$ cat config.mk
export PLATFORM = sky130hd
export DESIGN_NAME = phrase_streamer_flat
export DESIGN_NICKNAME = d
export VERILOG_FILES = /design/src/rtl/phrase_streamer_pkg.sv /design/src/rtl/phrase_streamer_if.sv /design/src/rtl/phrase_addr_ctr.sv /design/src/rtl/phrase_streamer.sv /design/src/flat_wrapper.sv
export SDC_FILE = /design/constraint.sdc
export NUM_CORES = 1
export LEC_CHECK = 0
export ABC_AREA = 1
export BUFFER_PORTS_ARGS = -buffer_cell sky130_fd_sc_hd__buf_2
export CAP_MARGIN = 20
export CORE_UTILIZATION = 35
export DETAILED_ROUTE_END_ITERATION = 8
export GPL_ROUTABILITY_DRIVEN = 1
export GPL_TIMING_DRIVEN = 0
export PLACE_DENSITY = 0.56
export RECOVER_POWER = 25
export SLEW_MARGIN = 20
export SYNTH_ARGS = -nofsm -noshare
export SYNTH_HDL_FRONTEND = slang
export SYNTH_SLANG_ARGS = --single-unit
$ cat constraint.sdc
create_clock -name clock -period 3.39 [get_ports clock]
set_input_delay 0.8475 -clock clock [delete_from_list [all_inputs] [get_ports clock]]
set_output_delay 0.8475 -clock clock [all_outputs]
set_load 0.01 [all_outputs]
$ cat src/rtl/phrase_streamer_pkg.sv
`default_nettype none
// ============================================================================
// Module   : phrase_streamer_pkg
// Purpose  : Shared types and constants for the phrase RAM read sequencer.
//            - ps_state_t   : sequencer state encoding
//            - PS_RAM_DEPTH : number of words in the phrase RAM
//            - PS_TERM_WORD : word value that ends a run when
//                             PHRASE_STREAMER_TERM_EN is defined
// Revision : 1.0 - initial release
// ============================================================================
package phrase_streamer_pkg;

  localparam int          PS_RAM_DEPTH = 328;
  localparam logic [31:0] PS_TERM_WORD = 32'h0;

  typedef enum logic [2:0] {
    IDLE  = 3'd0,
    RD    = 3'd1,
    LATCH = 3'd2,
    HOLD  = 3'd3,
    DONE  = 3'd4
  } ps_state_t;

endpackage
`default_nettype wire

$ cat src/rtl/phrase_streamer_if.sv
`default_nettype none
// ============================================================================
// Module   : phrase_streamer_if
// Purpose  : Bundles the RAM read port and the downstream valid/ready word
//            stream of phrase_streamer.
//   RAM side   : ram_address, ram_wren, ram_data (to RAM), ram_q (from RAM)
//   Stream side: out_data, out_valid (to consumer), out_ready (from consumer)
//   modport master : the sequencer
//   modport slave  : the RAM + consumer environment
// Revision : 1.0 - initial release
// ============================================================================
interface phrase_streamer_if #(
  parameter int DW = 32,
  parameter int AW = 32
);

  logic [AW-1:0] ram_address;
  logic          ram_wren;
  logic [DW-1:0] ram_data;
  logic [DW-1:0] ram_q;
  logic [DW-1:0] out_data;
  logic          out_valid;
  logic          out_ready;

  modport master (
    output ram_address,
    output ram_wren,
    output ram_data,
    output out_data,
    output out_valid,
    input  ram_q,
    input  out_ready
  );

  modport slave (
    input  ram_address,
    input  ram_wren,
    input  ram_data,
    input  out_data,
    input  out_valid,
    output ram_q,
    output out_ready
  );

endinterface
`default_nettype wire

$ cat src/rtl/phrase_addr_ctr.sv
`default_nettype none
// ============================================================================
// Module   : phrase_addr_ctr
// Purpose  : Loadable wrap-around RAM address counter.
//   clock, reset : clock / asynchronous active-high reset
//   load         : load load_addr (values >= DEPTH are replaced by 0)
//   load_addr    : address to load
//   advance      : step the address by one, DEPTH-1 wraps to 0
//   addr         : registered address
// Revision : 1.0 - initial release
// ============================================================================
module phrase_addr_ctr #(
  parameter int DEPTH = 328,
  parameter int AW    = 32
) (
  input  logic          clock,
  input  logic          reset,
  input  logic          load,
  input  logic [AW-1:0] load_addr,
  input  logic          advance,
  output logic [AW-1:0] addr
);

  localparam logic [AW-1:0] C_DEPTH = AW'(DEPTH);
  localparam logic [AW-1:0] C_LAST  = AW'(DEPTH - 1);

  logic [AW-1:0] r_addr;

  always_ff @(posedge clock or posedge reset) begin
    if (reset) begin
      r_addr <= '0;
    end else if (load) begin
      // Out-of-range bases start the walk at the first word
      r_addr <= (load_addr >= C_DEPTH) ? '0 : load_addr;
    end else if (advance) begin
      r_addr <= (r_addr == C_LAST) ? '0 : r_addr + AW'(1);
    end
  end

  assign addr = r_addr;

endmodule
`default_nettype wire

$ cat src/rtl/phrase_streamer.sv
`default_nettype none
// ============================================================================
// Module   : phrase_streamer
// Purpose  : Walks a contiguous range of the phrase RAM and presents each
//            word on a valid/ready stream. Owns the RAM port (never writes).
//   clock, reset : clock / asynchronous active-high reset
//   start        : begin a run (only sampled while idle)
//   base_addr    : first word address, latched on accepted start
//   length       : number of words, latched on accepted start
//   busy         : high whenever the sequencer is not idle
//   done         : one-cycle pulse at the end of a run
//   bus          : phrase_streamer_if.master (RAM port + output stream)
// Build option:
//   PHRASE_STREAMER_TERM_EN - an all-zero RAM word ends the run early and
//                             is not emitted.
// Revision : 1.0 - initial release
// ============================================================================
module phrase_streamer
  import phrase_streamer_pkg::*;
#(
  parameter int DEPTH = PS_RAM_DEPTH,
  parameter int DW    = 32,
  parameter int AW    = 32,
  parameter int LEN_W = 9
) (
  input  logic              clock,
  input  logic              reset,
  input  logic              start,
  input  logic [AW-1:0]     base_addr,
  input  logic [LEN_W-1:0]  length,
  output logic              busy,
  output logic              done,
  phrase_streamer_if.master bus
);

`ifdef PHRASE_STREAMER_TERM_EN
  localparam bit C_TERM_EN = 1'b1;
`else
  localparam bit C_TERM_EN = 1'b0;
`endif

  ps_state_t        r_state;
  ps_state_t        w_state_nxt;
  logic [LEN_W-1:0] r_count;
  logic [LEN_W-1:0] w_count_nxt;
  logic [DW-1:0]    r_out_data;
  logic [DW-1:0]    w_data_nxt;
  logic             r_out_valid;
  logic             r_busy;
  logic             r_done;
  logic             w_load;
  logic             w_advance;
  logic [AW-1:0]    w_addr;

  phrase_addr_ctr #(
    .DEPTH (DEPTH),
    .AW    (AW)
  ) u_addr_ctr (
    .clock     (clock),
    .reset     (reset),
    .load      (w_load),
    .load_addr (base_addr),
    .advance   (w_advance),
    .addr      (w_addr)
  );

  always_ff @(posedge clock or posedge reset) begin
    if (reset) begin
      r_state     <= IDLE;
      r_count     <= '0;
      r_out_data  <= '0;
      r_out_valid <= 1'b0;
      r_busy      <= 1'b0;
      r_done      <= 1'b0;
    end else begin
      r_state     <= w_state_nxt;
      r_count     <= w_count_nxt;
      r_out_data  <= w_data_nxt;
      // Flags are decoded from the next state so they are registered
      // and line up exactly with the state they describe.
      r_out_valid <= (w_state_nxt == HOLD);
      r_busy      <= (w_state_nxt != IDLE);
      r_done      <= (w_state_nxt == DONE);
    end
  end

  always_comb begin
    w_state_nxt = r_state;
    w_count_nxt = r_count;
    w_data_nxt  = r_out_data;
    w_load      = 1'b0;
    w_advance   = 1'b0;
    case (r_state)
      IDLE: begin
        if (start) begin
          if (length != '0) begin
            w_load      = 1'b1;
            w_count_nxt = length;
            w_state_nxt = RD;
          end else begin
            w_state_nxt = DONE;
          end
        end
      end
      // Address is already on the RAM; its read data lands during LATCH
      RD: w_state_nxt = LATCH;
      LATCH: begin
        if (C_TERM_EN && (bus.ram_q == DW'(PS_TERM_WORD))) begin
          w_state_nxt = DONE;
        end else begin
          w_data_nxt  = bus.ram_q;
          w_state_nxt = HOLD;
        end
      end
      HOLD: begin
        if (r_out_valid && bus.out_ready) begin
          w_advance = 1'b1;
          if (r_count != '0) begin
            w_count_nxt = r_count - LEN_W'(1);
          end
          w_state_nxt = (r_count <= LEN_W'(1)) ? DONE : RD;
        end
      end
      DONE:    w_state_nxt = IDLE;
      default: w_state_nxt = IDLE;
    endcase
  end

  assign bus.ram_address = w_addr;
  assign bus.ram_wren    = 1'b0;
  assign bus.ram_data    = '0;
  assign bus.out_data    = r_out_data;
  assign bus.out_valid   = r_out_valid;
  assign busy            = r_busy;
  assign done            = r_done;

endmodule
`default_nettype wire

$ cat src/flat_wrapper.sv
// flat-port wrapper written by rule: the top's interface ports become plain ports
module phrase_streamer_flat import phrase_streamer_pkg::*;
#(
  parameter int DEPTH = PS_RAM_DEPTH,
  parameter int DW    = 32,
  parameter int AW    = 32,
  parameter int LEN_W = 9
)
  (clock, reset, start, base_addr, length, busy, done, bus_ram_address, bus_ram_wren, bus_ram_data, bus_out_data, bus_out_valid, bus_ram_q, bus_out_ready);
  phrase_streamer_if #(.DW(DW), .AW(AW)) bus_i ();
  input  logic clock;
  input  logic reset;
  input  logic start;
  input  logic [AW-1:0] base_addr;
  input  logic [LEN_W-1:0] length;
  output logic busy;
  output logic done;
  output wire logic [$bits(bus_i.ram_address)-1:0] bus_ram_address;
  output wire logic [$bits(bus_i.ram_wren)-1:0] bus_ram_wren;
  output wire logic [$bits(bus_i.ram_data)-1:0] bus_ram_data;
  output wire logic [$bits(bus_i.out_data)-1:0] bus_out_data;
  output wire logic [$bits(bus_i.out_valid)-1:0] bus_out_valid;
  input wire logic [$bits(bus_i.ram_q)-1:0] bus_ram_q;
  input wire logic [$bits(bus_i.out_ready)-1:0] bus_out_ready;
  assign bus_ram_address = bus_i.ram_address;
  assign bus_ram_wren = bus_i.ram_wren;
  assign bus_ram_data = bus_i.ram_data;
  assign bus_out_data = bus_i.out_data;
  assign bus_out_valid = bus_i.out_valid;
  assign bus_i.ram_q = bus_ram_q;
  assign bus_i.out_ready = bus_out_ready;
  phrase_streamer #(.DEPTH(DEPTH), .DW(DW), .AW(AW), .LEN_W(LEN_W)) u_core (.clock(clock), .reset(reset), .start(start), .base_addr(base_addr), .length(length), .busy(busy), .done(done), .bus(bus_i));
endmodule
==> results of run 1 <==
cells in the final DEF, fill, tap and decap left out, types with 9 or more instances in the layout:
cell type  Yosys  final
inv_1         53     52
dfrtp_1       79     79
buf_4         36     36
nor2_1        93     93
clkbuf_16      0      9
nand2_1      264    264
o21ai_1       14     14
buf_2          6    149
nand4_1       31     31
nand3_1       39     39
conb_1         1     33
o21ai_0       15     15
state kept, by name, summed over array words and instances, names as in the netlist:
name and count:
u_core.bus.out_valid 1, u_core.bus.out_data 32, u_core.u_addr_ctr.addr 32, u_core.r_state 3, u_core.r_count 9, u_core.done 1
u_core.busy 1
per-stage QoR:
step / utilization (%) / setup TNS [ns] / cell area [um2] / worst slack (ns) / hold WS, ns
final: 46.2 / 0 / 6410 / 1.51 / 0.467
after global placement: 43.5 / -53.30 / 6030 / -0.681 / 0.451
after global routing: 46.2 / 0 / 6410 / 1.29 / 0.501
after detailed placement: 43.7 / 0 / 6060 / 1.15 / 0.453
after floorplan: - / 0 / 5090 / 0.519 / 0.459
after CTS: 46.2 / 0 / 6410 / 1.50 / 0.470
critical path, delay by kind of cell:
| family | cells | cell delay, ns |
|---|---|---|
| AND/OR/NAND/NOR | 9 | 1.23 |
| buffers and inverters | 1 | 0.10 |
final timing paths:
path                                                 from                         end
worst max register to register  u_core.u_addr_ctr.addr[1]  u_core.u_addr_ctr.addr[30]
min in group asynchronous                           reset      u_core.bus.out_data[3]
worst min register to register    u_core.bus.out_data[14]     u_core.bus.out_data[14]
worst min-delay path              u_core.bus.out_data[14]     u_core.bus.out_data[14]
max in group asynchronous                           reset   u_core.u_addr_ctr.addr[8]
worst max-delay path                        base_addr[11]   u_core.u_addr_ctr.addr[8]
synthesized netlist by cell type (2+ instances only):
library cell    n
inv_1          53
buf_6           4
nand2_2         5
buf_4          36
clkbuf_1        4
or2_2           5
nor3_1          4
o21ai_0        15
nand4_1        31
buf_2           6
ha_1            4
a21oi_1         5
dfrtp_1        79
xnor2_1         2
a21o_1          3
o21ai_1        14
nor2_4          6
o211ai_1        2
nor2_1         93
o21ai_2         2
xor2_1          8
nand2_1       264
nor2_2          8
nand3_2         4
nand3b_1        2
nand3_1        39
inv_2           3
final cells by class:
type | instances | share of cell area (%)
Sequential cell | 79 | 30.8
Buffer | 50 | 5.62
Tap cell | 180 | 3.51
Timing Repair Buffer | 144 | 11.6
Inverter | 57 | 3.40
Multi-Input combinational cell | 555 | 39.6
Clock buffer | 9 | 3.51
Clock inverter | 7 | 1.95
power by group through the flow:
stage | Sequential (W) | Clock, W | Combinational [W]
4_1_cts | 0.00157 | 0.00121 | 0.00197
2_1_floorplan | 0.00167 | 0 | 0.00117
5_1_grt | 0.00162 | 0.00124 | 0.00224
6_report | 0.00157 | 0.00117 | 0.00194
3_3_place_gp | 0.00158 | 0 | 0.00195
3_5_place_dp | 0.00157 | 0 | 0.00197
routing by layer:
metal | up-vias | global-route usage, %
li1 | 2550 | -
met1 | 2143 | 25.5
met5 | - | 0
met2 | 166 | 33.4
met3 | 16 | 6.48
met4 | 0 | 5.25
cell families after synthesis:
| kind of cell | count (synthesis) | share of synthesized area, % |
|---|---|---|
| adder cells (fa/ha/maj) | 4 | 1.01 |
| XOR/XNOR | 10 | 1.76 |
| other | 1 | 0.0754 |
| AND/OR/NAND/NOR | 464 | 40.6 |
| AO/OA/AOI/OAI | 44 | 5.16 |
| flip-flops | 79 | 39.8 |
| buffers and inverters | 107 | 11.6 |
==> results.json, run 1 <==
{
  "top_layer": "met4",
  "setup_violations": 0,
  "cp.arrival_ns": 2.17,
  "core-area_um2": 13900,
  "synth_top_area_share_pct": 39.8,
  "grt_util_all_layers_pct": 20.3,
  "overflow": 0,
  "slowest_delay_ns": 0.44,
  "clk_path_buf_depth": 2,
  "fin_skew_ns": 0.00623,
  "syn2layout_area_growth_pct": 29.0,
  "layout-drive-gt1-share_pct": 27.2,
  "rr_worst_depth": 10,
  "path_max_fanout": 9,
  "dp_hpwl_um": 10200,
  "cts-buffers-inserted": 9,
  "fin_cells": 1081,
  "cp.required_ns": 3.68,
  "hold_depth": 2,
  "vdd_drop_max_uv": 435,
  "hold_viol_final": 0,
  "cp_cell_sequence": "buf_2 -> nor2_1 -> nand2_1 -> nor2_1 -> nand2_1 -> nor2_1 -> nand4_1 -> nand2_1 -> nand2_1 -> nand2_1",
  "power_w": 0.00468,
  "p_leak_nw": 3.48,
  "syn_area_um2": 4970,
  "powerDensity_nw_per_um2": 730,
  "dp.cells": 1065,
  "grt_pass1_wl_um": 23200,
  "met1_length_um": 6160,
  "drc": 0,
  "cts_root_buf": "clkbuf_16",
  "vias_per_cell": 4.51,
  "num-nets-final": 977,
  "min_path_type": "reg -> reg",
  "cp-end-kind": "flip-flop",
  "fmax_mhz": 532,
  "met3WireLength_um": 997,
  "dr_wl_met2_um": 6440,
  "cts_setup_buffers": 0,
  "period_share_pct": 55.5,
  "tightestPinTransition_ns": 1.67,
  "synth_edf_count": 0,
  "routed_wl_um": 13800,
  "async_flop_share_pct": 100,
  "p_int_w": 0.00274,
  "clk_pin_slew_ns": 0.07,
  "p_clk_share_pct": 25.0,
  "drtIter0Drc": 256,
  "ant_nets": 0,
  "fill_cells": 1504,
  "rrSetupSlack_ns": 1.62,
  "rsz0062_at_grt": "false",
  "violations": "capacitance limit, slew limit",
  "period_needed_ns": 1.88,
  "p_sw_w": 0.00195,
  "start_util_pct": 35.8,
  "routabilityCongestion": 0.901,
  "cts_tree": "yes",
  "outcome": "finished, violations left",
  "multi_input_area_um2": 2540,
  "cp_common_cell": "nand2_1",
  "clk_latency_ns": 0.35,
  "design.die.area_um2": 14700,
  "io_buffers": 143,
  "path_class": "in -> reg",
  "power_frac_comb_pct": 41.4,
  "grt_pass1_vias": 4714,
  "yosys_warnings": 0,
  "hold_buffers": 0,
  "seq_area_frac_synth_pct": 39.8,
  "ys_top_cells_by_area": "dfrtp_1, nand2_1, nor2_1",
  "synth_cell_types": 35,
  "wl_per_cell_um": 12.7,
  "num_rows": 43,
  "slew_violations": 36,
  "synth_top_area_cell": "dfrtp_1",
  "swShare_pct": 41.6,
  "ios": 177,
  "clock_sinks": 79,
  "antenna_found_initial": 0,
  "regArea_um2": 1980,
  "die_y_um": 121,
  "ys_ff_latch": 79,
  "grt_start_max_net_pins": 45,
  "maxCapViolations": 1,
  "synth.avg_cell_area_um2": 7.01,
  "seqPwrFrac_pct": 33.6,
  "dr.pass1.iters": 5,
  "htreeDepth": 3,
  "syn_inst": 709,
  "num_antenna_cells": 0,
  "slowest_stage": "nor2_1",
  "fp.dieW_um": 121,
  "cts_resized": 0,
  "dr_total_vias": 4875,
  "timing.slew.headroom_pct": -11.9,
  "ys.flop_type": "dfrtp_1",
  "start_kind": "input port"
}
(Power assumes the default switching activity.)
==> run 2, diff against run 1 <==
--- a/config.mk
+++ b/config.mk
@@ -5,14 +5,14 @@
 export SDC_FILE = /design/constraint.sdc
 export NUM_CORES = 1
 export LEC_CHECK = 0
-export ABC_AREA = 1
+export ABC_AREA = 0
 export BUFFER_PORTS_ARGS = -buffer_cell sky130_fd_sc_hd__buf_2
 export CAP_MARGIN = 20
 export CORE_UTILIZATION = 35
 export DETAILED_ROUTE_END_ITERATION = 8
 export GPL_ROUTABILITY_DRIVEN = 1
 export GPL_TIMING_DRIVEN = 0
-export PLACE_DENSITY = 0.56
+export PLACE_DENSITY = 0.59
 export RECOVER_POWER = 25
 export SLEW_MARGIN = 20
 export SYNTH_ARGS = -nofsm -noshare
==> constraint.sdc (replaced) <==
create_clock -name clock -period 1.63 [get_ports clock]
set_input_delay 0.4075 -clock clock [delete_from_list [all_inputs] [get_ports clock]]
set_output_delay 0.4075 -clock clock [all_outputs]
set_load 0.01 [all_outputs]
==> results.json, run 2 <==
{
  "outcome": "finished, violations left",
  "violations": "setup timing",
  "synth_commonest_cells": "dfrtp_1, buf_4, mux2_2, o21ai_0",
  "timing.slew.headroom_pct": 35.1,
  "start_kind": "flip-flop",
  "syn_area_um2": 4450,
  "synth-xor-area-share_pct": 0.197,
  "fp.dieW_um": 115,
  "hold_viol_final": 0,
  "synth-compound-area-share_pct": 15.2,
  "num-nets-final": 753,
  "cp-end-kind": "flip-flop",
  "layout-drive-gt1-share_pct": 54.4,
  "drc": 0,
  "layout_setup_ws_ns": -0.449,
  "dr.pass1.iters": 5,
  "vdd_drop_max_uv": 630,
  "grt_pass1_wl_um": 21600,
  "syn2layout_area_growth_pct": 52.9,
  "period_needed_ns": 2.08,
  "path_max_fanout": 5,
  "drtIter0Drc": 292,
  "grt_start_max_net_pins": 36,
  "finalSetupTns_ns": -23.26,
  "io_buffers": 143,
  "grt_pass1_vias": 4264,
  "clk_latency_ns": 0.34,
  "synth.area.mux_share_pct": 9.67,
  "overflow": 0,
  "holdWs_ns": 0.228,
  "fin_skew_ns": 0.00522,
  "cts_root_buf": "clkbuf_16",
  "synth_cell_types": 62,
  "dp_hpwl_um": 9160,
  "routabilityCongestion": 0.815,
  "slew_violations": 0,
  "cts_tree": "yes",
  "ys.flop_type": "dfrtp_1",
  "yosys_warnings": 0,
  "tightestPinTransition_ns": 0.968,
  "ys_ff_latch": 79,
  "synth_edf_count": 0,
  "min_path_type": "in -> async",
  "dr_total_vias": 4377,
  "yosys.area_share.simple_pct": 19.9,
  "ant_nets": 0,
  "p_leak_nw": 3.11,
  "hold_buffers": 0,
  "mostFrequentLayoutCell": "buf_2",
  "fill_cells": 1144,
  "core-area_um2": 12200,
  "cp.required_ns": 1.85,
  "powerDensity_nw_per_um2": 1510,
  "maxCapViolations": 0,
  "grt_util_all_layers_pct": 21.1,
  "clock_sinks": 79,
  "ys_top_cells_by_area": "dfrtp_1, mux2_2, buf_4",
  "cts-buffers-inserted": 9,
  "clk_path_buf_depth": 2,
  "wl_per_cell_um": 16.0,
  "final_cell_mix": "buf_2, dfrtp_1, buf_4",
  "vias_per_cell": 5.18,
  "post-synth-top-count-cell": "dfrtp_1",
  "setup_violations": 72,
  "async_flop_share_pct": 100,
  "period_share_pct": 128,
  "synth_top_family_by_area": "simple AND/OR/NAND/NOR gates",
  "syn_inst": 440,
  "clk_pin_slew_ns": 0.06,
  "start_util_pct": 36.5,
  "cp.arrival_ns": 2.30,
  "ios": 177,
  "num_rows": 40,
  "synth_top_area_share_pct": 44.4,
  "rsz0062_at_grt": "true",
  "fmax_mhz": 481,
  "synth.avg_cell_area_um2": 10.1,
  "htreeDepth": 3,
  "design.die.area_um2": 13200,
  "synthAdderAreaFrac_pct": 1.12,
  "pre_cts_ws_ns": -0.688,
  "path_class": "reg -> reg",
  "synth_top_area_cell": "dfrtp_1",
  "seq_area_frac_synth_pct": 44.4,
  "routed_wl_um": 13500,
  "antenna_found_initial": 0,
  "die_y_um": 115,
  "num_antenna_cells": 0
}
run 2: worst paths after layout:
check | startpoint | end | slack, ns | depth (start not counted)
setup / recovery | u_core.r_state[2] | u_core.u_addr_ctr.addr[0] | -0.45 | 8
hold / removal | reset | u_core.bus.out_data[17] | 0.23 | 2
setup reg to reg | u_core.r_state[2] | u_core.u_addr_ctr.addr[0] | -0.45 | 8
hold reg to reg | u_core.bus.out_data[10] | u_core.bus.out_data[10] | 0.50 | 1
max in group asynchronous | reset | u_core.r_state[1] | 0.18 | 3
min in group clock | bus_ram_q[23] | u_core.bus.out_data[23] | 0.30 | 2
run 2: kinds of logic after synthesis:
| family | Yosys count |
|---|---|
| and+or+nand+nor | 153 |
| AOI/OAI and AO/OA | 99 |
| DFF | 79 |
| buffers and inverters | 64 |
| muxes | 39 |
| adders and majority gates | 4 |
| other | 1 |
| xor gates and xnor gates | 1 |
run 2: stage by stage:
| stage | instance area (um2) | std cells | total power (W) | utilization [%] |
|---|---|---|---|---|
| after detailed placement | 5620 | 785 | 0.00723 | 46.1 |
| final | 6810 | 845 | 0.0103 | 55.8 |
| after global routing | 6810 | 845 | 0.0109 | 55.8 |
| after floorplan | 4660 | 472 | 0.00580 | - |
| after global placement | 5580 | 783 | 0.00709 | 45.7 |
| after CTS | 6650 | 839 | 0.0100 | 54.4 |
run 2: what timing repair did:
action	CTS	global route
gates cloned	7	0
endpoints found under the setup margin	76	77
gates resized for setup	100	33
pin swaps	28	14
setup buffers	32	10
run 2: area by class of cell:
cell class / instances / area (um2) / area share, %
Inverter: 16 / 61.3 / 0.900
Timing Repair Buffer: 189 / 1220 / 17.9
Clock inverter: 6 / 45.0 / 0.661
Multi-Input combinational cell: 331 / 2680 / 39.3
Clock buffer: 10 / 239 / 3.51
Buffer: 46 / 369 / 5.42
Tap cell: 168 / 210 / 3.09
Sequential cell: 79 / 1990 / 29.2
run 2: routing by layer:
layer  global-route usage, %  routed length [um]  vias to the layer above  share of wire [%]
met5                       0                   0                        -                  0
met4                    7.97                 273                        0                2.0
met2                    35.8                6920                      164                 51
met3                    3.43                 718                       25                5.3
li1                        -                   -                     2046                  -
met1                    27.2                5610                     2142                 41
run 2: where the power goes:
group          total, W  switching [W]  internal, W
Sequential      0.00350       0.000771      0.00273
Combinational   0.00485        0.00246      0.00238
Clock           0.00193       0.000849      0.00108
run 2: worst max-delay path: stages (launching register included):
cell and delay, ns:
dfrtp_1 0.43, or4b_4 0.59, a31oi_4 0.19, buf_12 0.15, a21oi_4 0.04, buf_6 0.15
buf_6 0.12, a221oi_2 0.23, a21oi_1 0.06
